### src/rtl/hazard_ctrl_pkg.sv
// rtl/hazard_ctrl_pkg.sv - shared encodings for the pipeline hazard controller
package hazard_ctrl_pkg;

  typedef enum logic [1:0] {
    ST_RUN      = 2'b00,
    ST_MEM_WAIT = 2'b01,
    ST_REDIR    = 2'b10
  } state_e;

  localparam logic [1:0] FWD_RF  = 2'b00;
  localparam logic [1:0] FWD_WB  = 2'b01;
  localparam logic [1:0] FWD_MEM = 2'b10;

  // MEM result is younger than WB, so it wins; x0 is hardwired zero and never forwarded.
  function automatic logic [1:0] fwd_sel(input logic [4:0] rs,
                                         input logic [4:0] mem_rd, input logic mem_we,
                                         input logic [4:0] wb_rd,  input logic wb_we);
    if (mem_we && mem_rd != 5'd0 && mem_rd == rs) return FWD_MEM;
    if (wb_we && wb_rd != 5'd0 && wb_rd == rs)    return FWD_WB;
    return FWD_RF;
  endfunction

endpackage

### src/rtl/hazard_ctrl_if.sv
// rtl/hazard_ctrl_if.sv - stage fields in, pipeline controls and counters out
interface hazard_ctrl_if #(parameter int CNT_W = 32);
  logic [4:0]       id_rs1, id_rs2;
  logic             id_use_rs1, id_use_rs2;
  logic [4:0]       ex_rs1, ex_rs2, ex_rd;
  logic             ex_memread, ex_regwrite;
  logic [4:0]       mem_rd;
  logic             mem_regwrite;
  logic [4:0]       wb_rd;
  logic             wb_regwrite;
  logic             ex_redirect;
  logic             dmem_req, dmem_ready;
  logic             pc_we, ifid_we, idex_we, exmem_we;
  logic             ifid_flush, idex_flush, memwb_flush;
  logic [1:0]       fwd_a, fwd_b;
  logic [CNT_W-1:0] stall_cycles, redirects;

  modport master (
    output id_rs1, id_rs2, id_use_rs1, id_use_rs2, ex_rs1, ex_rs2, ex_rd,
           ex_memread, ex_regwrite, mem_rd, mem_regwrite, wb_rd, wb_regwrite,
           ex_redirect, dmem_req, dmem_ready,
    input  pc_we, ifid_we, idex_we, exmem_we, ifid_flush, idex_flush, memwb_flush,
           fwd_a, fwd_b, stall_cycles, redirects
  );

  modport slave (
    input  id_rs1, id_rs2, id_use_rs1, id_use_rs2, ex_rs1, ex_rs2, ex_rd,
           ex_memread, ex_regwrite, mem_rd, mem_regwrite, wb_rd, wb_regwrite,
           ex_redirect, dmem_req, dmem_ready,
    output pc_we, ifid_we, idex_we, exmem_we, ifid_flush, idex_flush, memwb_flush,
           fwd_a, fwd_b, stall_cycles, redirects
  );
endinterface

### src/rtl/hazard_ctrl_fwd_unit.sv
// rtl/hazard_ctrl_fwd_unit.sv - combinational EX operand forwarding compare
module hazard_ctrl_fwd_unit
  import hazard_ctrl_pkg::*;
(
  input  logic [4:0] ex_rs1,
  input  logic [4:0] ex_rs2,
  input  logic [4:0] mem_rd,
  input  logic       mem_regwrite,
  input  logic [4:0] wb_rd,
  input  logic       wb_regwrite,
  output logic [1:0] fwd_a,
  output logic [1:0] fwd_b
);

  assign fwd_a = fwd_sel(ex_rs1, mem_rd, mem_regwrite, wb_rd, wb_regwrite);
  assign fwd_b = fwd_sel(ex_rs2, mem_rd, mem_regwrite, wb_rd, wb_regwrite);

endmodule

### src/rtl/hazard_ctrl.sv
// rtl/hazard_ctrl.sv - stall/flush/forward sequencing for the 5-stage pipeline
module hazard_ctrl
  import hazard_ctrl_pkg::*;
#(
  parameter int CNT_W = 32
) (
  input logic          clk,
  input logic          rst,
  hazard_ctrl_if.slave hz
);

  state_e           state_q, state_d;
  logic             redir_pend_q, redir_pend_d;
  logic [CNT_W-1:0] stall_q, stall_d;
  logic [CNT_W-1:0] redir_cnt_q, redir_cnt_d;
  logic [1:0]       fwd_a_raw, fwd_b_raw;
  logic             load_use, frozen, redir_take;

  hazard_ctrl_fwd_unit u_fwd (
    .ex_rs1      (hz.ex_rs1),
    .ex_rs2      (hz.ex_rs2),
    .mem_rd      (hz.mem_rd),
    .mem_regwrite(hz.mem_regwrite),
    .wb_rd       (hz.wb_rd),
    .wb_regwrite (hz.wb_regwrite),
    .fwd_a       (fwd_a_raw),
    .fwd_b       (fwd_b_raw)
  );

  assign load_use = hz.ex_memread && hz.ex_rd != 5'd0 &&
                    ((hz.id_use_rs1 && hz.id_rs1 == hz.ex_rd) ||
                     (hz.id_use_rs2 && hz.id_rs2 == hz.ex_rd));

  // In MEM_WAIT the freeze is held purely by dmem_ready; elsewhere by a fresh miss.
  assign frozen = (state_q == ST_MEM_WAIT) ? !hz.dmem_ready
                                           : (hz.dmem_req && !hz.dmem_ready);
  assign redir_take = !rst && !frozen && hz.ex_redirect;

  always_comb begin
    hz.pc_we       = 1'b1;
    hz.ifid_we     = 1'b1;
    hz.idex_we     = 1'b1;
    hz.exmem_we    = 1'b1;
    hz.ifid_flush  = 1'b0;
    hz.idex_flush  = 1'b0;
    hz.memwb_flush = 1'b0;
    hz.fwd_a       = rst ? FWD_RF : fwd_a_raw;
    hz.fwd_b       = rst ? FWD_RF : fwd_b_raw;
    state_d        = ST_RUN;
    redir_pend_d   = 1'b0;

    if (rst) begin
      {hz.pc_we, hz.ifid_we, hz.idex_we, hz.exmem_we} = 4'b0000;
      {hz.ifid_flush, hz.idex_flush, hz.memwb_flush}  = 3'b111;
    end else if (frozen) begin
      {hz.pc_we, hz.ifid_we, hz.idex_we, hz.exmem_we} = 4'b0000;
      hz.memwb_flush = 1'b1;
      state_d        = ST_MEM_WAIT;
      redir_pend_d   = redir_pend_q || (state_q == ST_REDIR);
    end else begin
      if (hz.ex_redirect) begin
        hz.ifid_flush = 1'b1;
        hz.idex_flush = 1'b1;
        state_d       = ST_REDIR;
      end else if (load_use) begin
        hz.pc_we      = 1'b0;
        hz.ifid_we    = 1'b0;
        hz.idex_flush = 1'b1;
      end
      // The fetch issued alongside the redirect is still in flight; drop it.
      if (state_q == ST_REDIR || (state_q == ST_MEM_WAIT && redir_pend_q))
        hz.ifid_flush = 1'b1;
    end

    stall_d     = stall_q;
    redir_cnt_d = redir_cnt_q;
    if (!rst && !hz.pc_we && !(&stall_q)) stall_d = stall_q + 1'b1;
    if (redir_take && !(&redir_cnt_q))    redir_cnt_d = redir_cnt_q + 1'b1;
  end

  always_ff @(posedge clk) begin
    if (rst) begin
      state_q      <= ST_RUN;
      redir_pend_q <= 1'b0;
      stall_q      <= '0;
      redir_cnt_q  <= '0;
    end else begin
      state_q      <= state_d;
      redir_pend_q <= redir_pend_d;
      stall_q      <= stall_d;
      redir_cnt_q  <= redir_cnt_d;
    end
  end

  assign hz.stall_cycles = stall_q;
  assign hz.redirects    = redir_cnt_q;

endmodule

### src/flat_wrapper.sv
// flat-port wrapper written by rule: the top's interface ports become plain ports
module hazard_ctrl_flat import hazard_ctrl_pkg::*;
#(
  parameter int CNT_W = 32
)
  (clk, rst, hz_id_rs1, hz_id_rs2, hz_id_use_rs1, hz_id_use_rs2, hz_ex_rs1, hz_ex_rs2, hz_ex_rd, hz_ex_memread, hz_ex_regwrite, hz_mem_rd, hz_mem_regwrite, hz_wb_rd, hz_wb_regwrite, hz_ex_redirect, hz_dmem_req, hz_dmem_ready, hz_pc_we, hz_ifid_we, hz_idex_we, hz_exmem_we, hz_ifid_flush, hz_idex_flush, hz_memwb_flush, hz_fwd_a, hz_fwd_b, hz_stall_cycles, hz_redirects);
  hazard_ctrl_if #(.CNT_W(CNT_W)) hz_i ();
  input logic clk;
  input logic rst;
  input wire logic [$bits(hz_i.id_rs1)-1:0] hz_id_rs1;
  input wire logic [$bits(hz_i.id_rs2)-1:0] hz_id_rs2;
  input wire logic [$bits(hz_i.id_use_rs1)-1:0] hz_id_use_rs1;
  input wire logic [$bits(hz_i.id_use_rs2)-1:0] hz_id_use_rs2;
  input wire logic [$bits(hz_i.ex_rs1)-1:0] hz_ex_rs1;
  input wire logic [$bits(hz_i.ex_rs2)-1:0] hz_ex_rs2;
  input wire logic [$bits(hz_i.ex_rd)-1:0] hz_ex_rd;
  input wire logic [$bits(hz_i.ex_memread)-1:0] hz_ex_memread;
  input wire logic [$bits(hz_i.ex_regwrite)-1:0] hz_ex_regwrite;
  input wire logic [$bits(hz_i.mem_rd)-1:0] hz_mem_rd;
  input wire logic [$bits(hz_i.mem_regwrite)-1:0] hz_mem_regwrite;
  input wire logic [$bits(hz_i.wb_rd)-1:0] hz_wb_rd;
  input wire logic [$bits(hz_i.wb_regwrite)-1:0] hz_wb_regwrite;
  input wire logic [$bits(hz_i.ex_redirect)-1:0] hz_ex_redirect;
  input wire logic [$bits(hz_i.dmem_req)-1:0] hz_dmem_req;
  input wire logic [$bits(hz_i.dmem_ready)-1:0] hz_dmem_ready;
  output wire logic [$bits(hz_i.pc_we)-1:0] hz_pc_we;
  output wire logic [$bits(hz_i.ifid_we)-1:0] hz_ifid_we;
  output wire logic [$bits(hz_i.idex_we)-1:0] hz_idex_we;
  output wire logic [$bits(hz_i.exmem_we)-1:0] hz_exmem_we;
  output wire logic [$bits(hz_i.ifid_flush)-1:0] hz_ifid_flush;
  output wire logic [$bits(hz_i.idex_flush)-1:0] hz_idex_flush;
  output wire logic [$bits(hz_i.memwb_flush)-1:0] hz_memwb_flush;
  output wire logic [$bits(hz_i.fwd_a)-1:0] hz_fwd_a;
  output wire logic [$bits(hz_i.fwd_b)-1:0] hz_fwd_b;
  output wire logic [$bits(hz_i.stall_cycles)-1:0] hz_stall_cycles;
  output wire logic [$bits(hz_i.redirects)-1:0] hz_redirects;
  assign hz_i.id_rs1 = hz_id_rs1;
  assign hz_i.id_rs2 = hz_id_rs2;
  assign hz_i.id_use_rs1 = hz_id_use_rs1;
  assign hz_i.id_use_rs2 = hz_id_use_rs2;
  assign hz_i.ex_rs1 = hz_ex_rs1;
  assign hz_i.ex_rs2 = hz_ex_rs2;
  assign hz_i.ex_rd = hz_ex_rd;
  assign hz_i.ex_memread = hz_ex_memread;
  assign hz_i.ex_regwrite = hz_ex_regwrite;
  assign hz_i.mem_rd = hz_mem_rd;
  assign hz_i.mem_regwrite = hz_mem_regwrite;
  assign hz_i.wb_rd = hz_wb_rd;
  assign hz_i.wb_regwrite = hz_wb_regwrite;
  assign hz_i.ex_redirect = hz_ex_redirect;
  assign hz_i.dmem_req = hz_dmem_req;
  assign hz_i.dmem_ready = hz_dmem_ready;
  assign hz_pc_we = hz_i.pc_we;
  assign hz_ifid_we = hz_i.ifid_we;
  assign hz_idex_we = hz_i.idex_we;
  assign hz_exmem_we = hz_i.exmem_we;
  assign hz_ifid_flush = hz_i.ifid_flush;
  assign hz_idex_flush = hz_i.idex_flush;
  assign hz_memwb_flush = hz_i.memwb_flush;
  assign hz_fwd_a = hz_i.fwd_a;
  assign hz_fwd_b = hz_i.fwd_b;
  assign hz_stall_cycles = hz_i.stall_cycles;
  assign hz_redirects = hz_i.redirects;
  hazard_ctrl #(.CNT_W(CNT_W)) u_core (.clk(clk), .rst(rst), .hz(hz_i));
endmodule
### config.mk
export PLATFORM = sky130hd
export DESIGN_NAME = hazard_ctrl_flat
export DESIGN_NICKNAME = d
export VERILOG_FILES = /design/src/rtl/hazard_ctrl_pkg.sv /design/src/rtl/hazard_ctrl_if.sv /design/src/rtl/hazard_ctrl_fwd_unit.sv /design/src/rtl/hazard_ctrl.sv /design/src/flat_wrapper.sv
export SDC_FILE = /design/constraint.sdc
export NUM_CORES = 1
export LEC_CHECK = 0
export ABC_CLOCK_PERIOD_IN_PS = 1870
export CAP_MARGIN = 30
export CORE_MARGIN = 10
export CORE_UTILIZATION = 43
export DETAILED_ROUTE_END_ITERATION = 7
export PLACE_DENSITY = 0.77
export SLEW_MARGIN = 10
export SYNTH_ARGS = -nofsm -noshare
export SYNTH_HDL_FRONTEND = slang
export SYNTH_HIERARCHICAL = 1
export SYNTH_SLANG_ARGS = --single-unit
### constraint.sdc
create_clock -name clk -period 1.87 [get_ports clk]
set_input_delay 0.374 -clock clk [delete_from_list [all_inputs] [get_ports clk]]
set_output_delay 0.374 -clock clk [all_outputs]
set_load 0.02 [all_outputs]
==> summary.md <==
| Metric | Value |
|---|---|
| Final count of pins violating max slew | `0` |
| Via count of the first global-routing pass | `roughly 4,900` |
| Die Span Y | `between 100 and 150 µm` |
| Combinational power share | `between 10% and 20%` |
| Status | `finished with violations` |
| Routed length per placed instance | `20.0 µm` |
| P_leak | `approximately 0.0029 µW` |
| Min setup slack post-route | `-453 ps` |
| Worst R2R Path Depth | `9` |
| R2R Path End | `u_core/hz.stall_cycles[23]$_SDFFE_PP0P_` |
| Setup TNS | `-4270 ps` |
| Crit-path max FO | `7` |
| Min-Delay Path Depth | `2` |
| Nets@finish | `roughly 760` |
| Worst hold path class | `reg -> reg` |
| Final clock skew | `approximately 28 ps` |
| Largest net degree at the start of global routing | `46` |
| Switching power | `between 800 and 900 µW` |
| Detail Route Antenna Nets | `0` |
| Reg2Reg Setup Slack | `-450 ps` |
| N_diodes | `0` |
| Top_reg_cell synth | `dfxtp_1` |
| First-pass GRT wire length | `roughly 23,000 µm` |
| Worst Setup Start Kind | `flop` |
| Crit-path cells | `nand4_1, nor4_4, buf_4, nand3_4, nand3_4, buf_12, buf_6, o21ai_0, a21oi_1` |
| Crit path kind | `reg -> reg` |
| Most used cell, CP | `nand3_4` |
| Cts hold-fix bufs | `0` |
| Drt initial violations | `roughly 350` |
| Commonest cells after routing, fill and taps aside | `buf_4 (116), clkdlybuf4s50_1 (58), nor2_1 (39)` |
| PD cells | `about 450 nW/µm²` |
| HP Start | `u_core/redir_pend_q$_SDFF_PP0_` |
| DP Wirelength | `~10,000 µm` |
| # DRC | `0` |
| Gpl congestion | `0.861` |
| Num rows | `34` |
| # placed instances | `between 700 and 800` |
| Core footprint | `about 8700 µm²` |
| Failing checks | `negative setup slack` |
| Final wirelength | `approximately 16,000 µm` |
| DIE WIDTH | `roughly 110 µm` |
| CTS tree | `yes` |
| P_int | `between 2000 and 2500 µW` |
| Yosys reg bits | `67` |
| Final hold violation count | `0` |
| Port-buffer cells | `~120` |
| IO Count | `between 100 and 150` |
| Clk Latency, worst-skew pair | `between 300 and 400 ps` |
| CTS sink cnt | `67` |
| Sequential fraction of the synthesis area | `between 30% and 40%` |
| Vias/cell | `a little under 6` |
| Tmin final | `between 2000 and 2500 ps` |
| Max_slew headroom | `about 40%` |
| CTS Buf Count | `9` |
| Ys Warns | `6` |
| Worst ir drop on vdd | `0.390 mV` |
| Grt ovf | `0` |
| Most common cell after layout, fill and taps aside | `buf_4` |
| Synth Cell Area | `about 3900 µm²` |
| DRT Pass-1 Iters | `5` |
| CP Data Arrival Time | `~2600 ps` |
| Post-synth EDFFs | `0` |
| Critical path endpoint category | `flop` |
| CTS H-tree lvls | `3` |
| CTS root buf | `clkbuf_8` |
| Part of the power in registers | `~45%` |
| GRT Total Usage | `21.4%` |
| Clk pwr share | `between 30% and 40%` |
| Die area | `about 13,000 µm²` |
| Vias | `approximately 4,800` |
| Slowest CP cell | `a21oi_1` |
| Sw frac | `between 20% and 30%` |
| Post-Place Worst Slack | `-1140 ps` |
| Share of synthesized registers carrying an async set or reset | `0%` |
| Fill cells | `just under 500` |
| Clk slew on worst S/H paths | `100 ps` |
| Area Growth Syn to Fin | `84.0%` |
| Fmax achieved | `between 0.4 and 0.5 GHz` |
| Slew @ Worst Pin | `~900 ps` |
| Synth Instances | `468` |
| Finish-stage setup viols | `37` |
| Syn avg cell area | `roughly 8.2 µm²` |
| Post-Syn Nets | `about 520` |
| Maxcap violations | `0` |
| Hold Path End | `u_core/redir_pend_q$_SDFF_PP0_` |
| Initial Util | `around 44%` |
| Distinct cells, synth | `slightly above 50` |
| Initial antenna violation count | `0` |
| Clock Tree Buf Depth | `2` |
| Largest stage delay, worst path | `approximately 430 ps` |
| Fraction of layout instances using a drive strength above 1 | `approximately 45%` |
| Crit path required time | `2100 ps` |
| Final period utilization | `124%` |
| Post-route insts no fill | `between 800 and 900` |
| Worst reg2reg path startpoint | `u_core/hz.stall_cycles[21]$_SDFFE_PP0P_` |
| RSZ-0062 raised after global routing | `true` |
## per-layer routing
metal  vias up  global-route usage (%)  routed length [µm]
li1       2195                       -                   -
met1      2298                    23.0                6100
met2       248                    38.6                8460
met3        56                    5.97                1420
met4         0                    8.27                 467
met5         -                       0                   0
## area by class of cell
cell class,instances,area [µm²],share of cell area (%)
clock buffers,11,131,1.85
flip-flops and latches,67,1400,19.7
multi-input cells,360,3000,42.4
well taps,108,135,1.91
clock inverters,5,61.3,0.865
inverters,18,70.1,0.988
repair buffers,255,2290,32.3
## state kept, by name, indices dropped and copies added, names as in the netlist
register,count
u_core/hz.stall_cycles,32
u_core/state_q,2
u_core/redir_pend_q,1
u_core/hz.redirects,32
## Yosys cell counts (2+ instances only)
library cell  instances  area share [%]
dfxtp_1              67              35
xnor2_1              48              11
nor2_1               45             4.4
nand2_1              38             3.7
nand3_1              29             3.8
nor4_1               20             3.2
a21oi_1              18             2.3
inv_1                17             1.7
nor3_1               17             2.2
nand4_1              16             2.6
o31ai_1              13             2.5
or4_1                13             2.5
clkbuf_1             11             1.1
o211ai_1              9             1.8
or3_1                 8             1.3
xor2_1                8             1.8
and4_1                7             1.6
buf_4                 7             1.4
nor2b_1               7             1.1
and3_1                6            0.97
nor4b_1               6             1.4
o21ai_0               6            0.78
mux2i_1               4             1.0
o21a_1                4            0.78
o31a_1                4            0.91
buf_2                 3            0.39
mux2_1                3            0.88
nand4_2               3            0.97
a31oi_1               2            0.32
ha_1                  2            0.65
mux2_2                2            0.58
nand2b_1              2            0.32
nand3b_1              2            0.39
nor4_2                2            0.65
o21ai_1               2            0.26
o41ai_1               2            0.45
## worst max path at each step
stage | from | endpoint | slack (ps) | cells after the start
global placement | hz_mem_rd[0] | hz_fwd_b[0] | -1110 | 7
global route | u_core/hz.stall_cycles[27]$_SDFFE_PP0P_ | u_core/hz.stall_cycles[23]$_SDFFE_PP0P_ | -520 | 8
CTS | hz_mem_rd[3] | hz_fwd_b[0] | -250 | 7
finish | u_core/hz.stall_cycles[21]$_SDFFE_PP0P_ | u_core/hz.stall_cycles[23]$_SDFFE_PP0P_ | -450 | 9
detailed placement | hz_mem_rd[0] | hz_fwd_b[0] | -1140 | 7
floorplan | hz_mem_rd[0] | hz_fwd_b[0] | -100 | 5
## critical path: cells and delay by family, from the launching register on
kind / cells / cell delay [ps]
AO/OA/AOI/OAI: 2 / 640
AND/OR/NAND/NOR: 4 / 720
flip-flops: 1 / 360
buffers and inverters: 3 / 460
## power by group through the flow
stage / Sequential, µW / Clock (µW) / Combinational (µW)
floorplan: 1460 / 0 / 175
global placement: 1460 / 0 / 416
detailed placement: 1460 / 0 / 426
CTS: 1420 / 1230 / 471
global route: 1430 / 1310 / 527
finish: 1430 / 1250 / 498
## cell families (layout without fill, tap and decap cells)
kind of cell    after synthesis  in the layout  synth area share, %
buf+inv                      41            289                 4.97
mux                           9              9                 2.50
simple gates                228            228                 32.9
fa+ha+maj                     2              2                0.649
flops                        67             67                 34.8
compound gates               65             65                 11.4
xor+xnor                     56             56                 12.7
## through the flow
stage	utilization (%)	instance area (µm²)	power, µW	hold slack (ps)
floorplan	-	4040	1640	426
global placement	70.0	6110	1870	430
detailed placement	70.0	6110	1880	454
CTS	77.0	6710	3130	466
global route	81.3	7090	3270	491
finish	81.3	7090	3170	470
## timing repair
| item | in CTS | in global routing |
|---|---|---|
| setup endpoints to repair | 52 | 73 |
| setup buffers | 16 | 10 |
| gates cloned | 3 | 0 |
| resized for setup | 201 | 101 |
| pin swaps | 59 | 39 |
(Power assumes the default switching activity.)
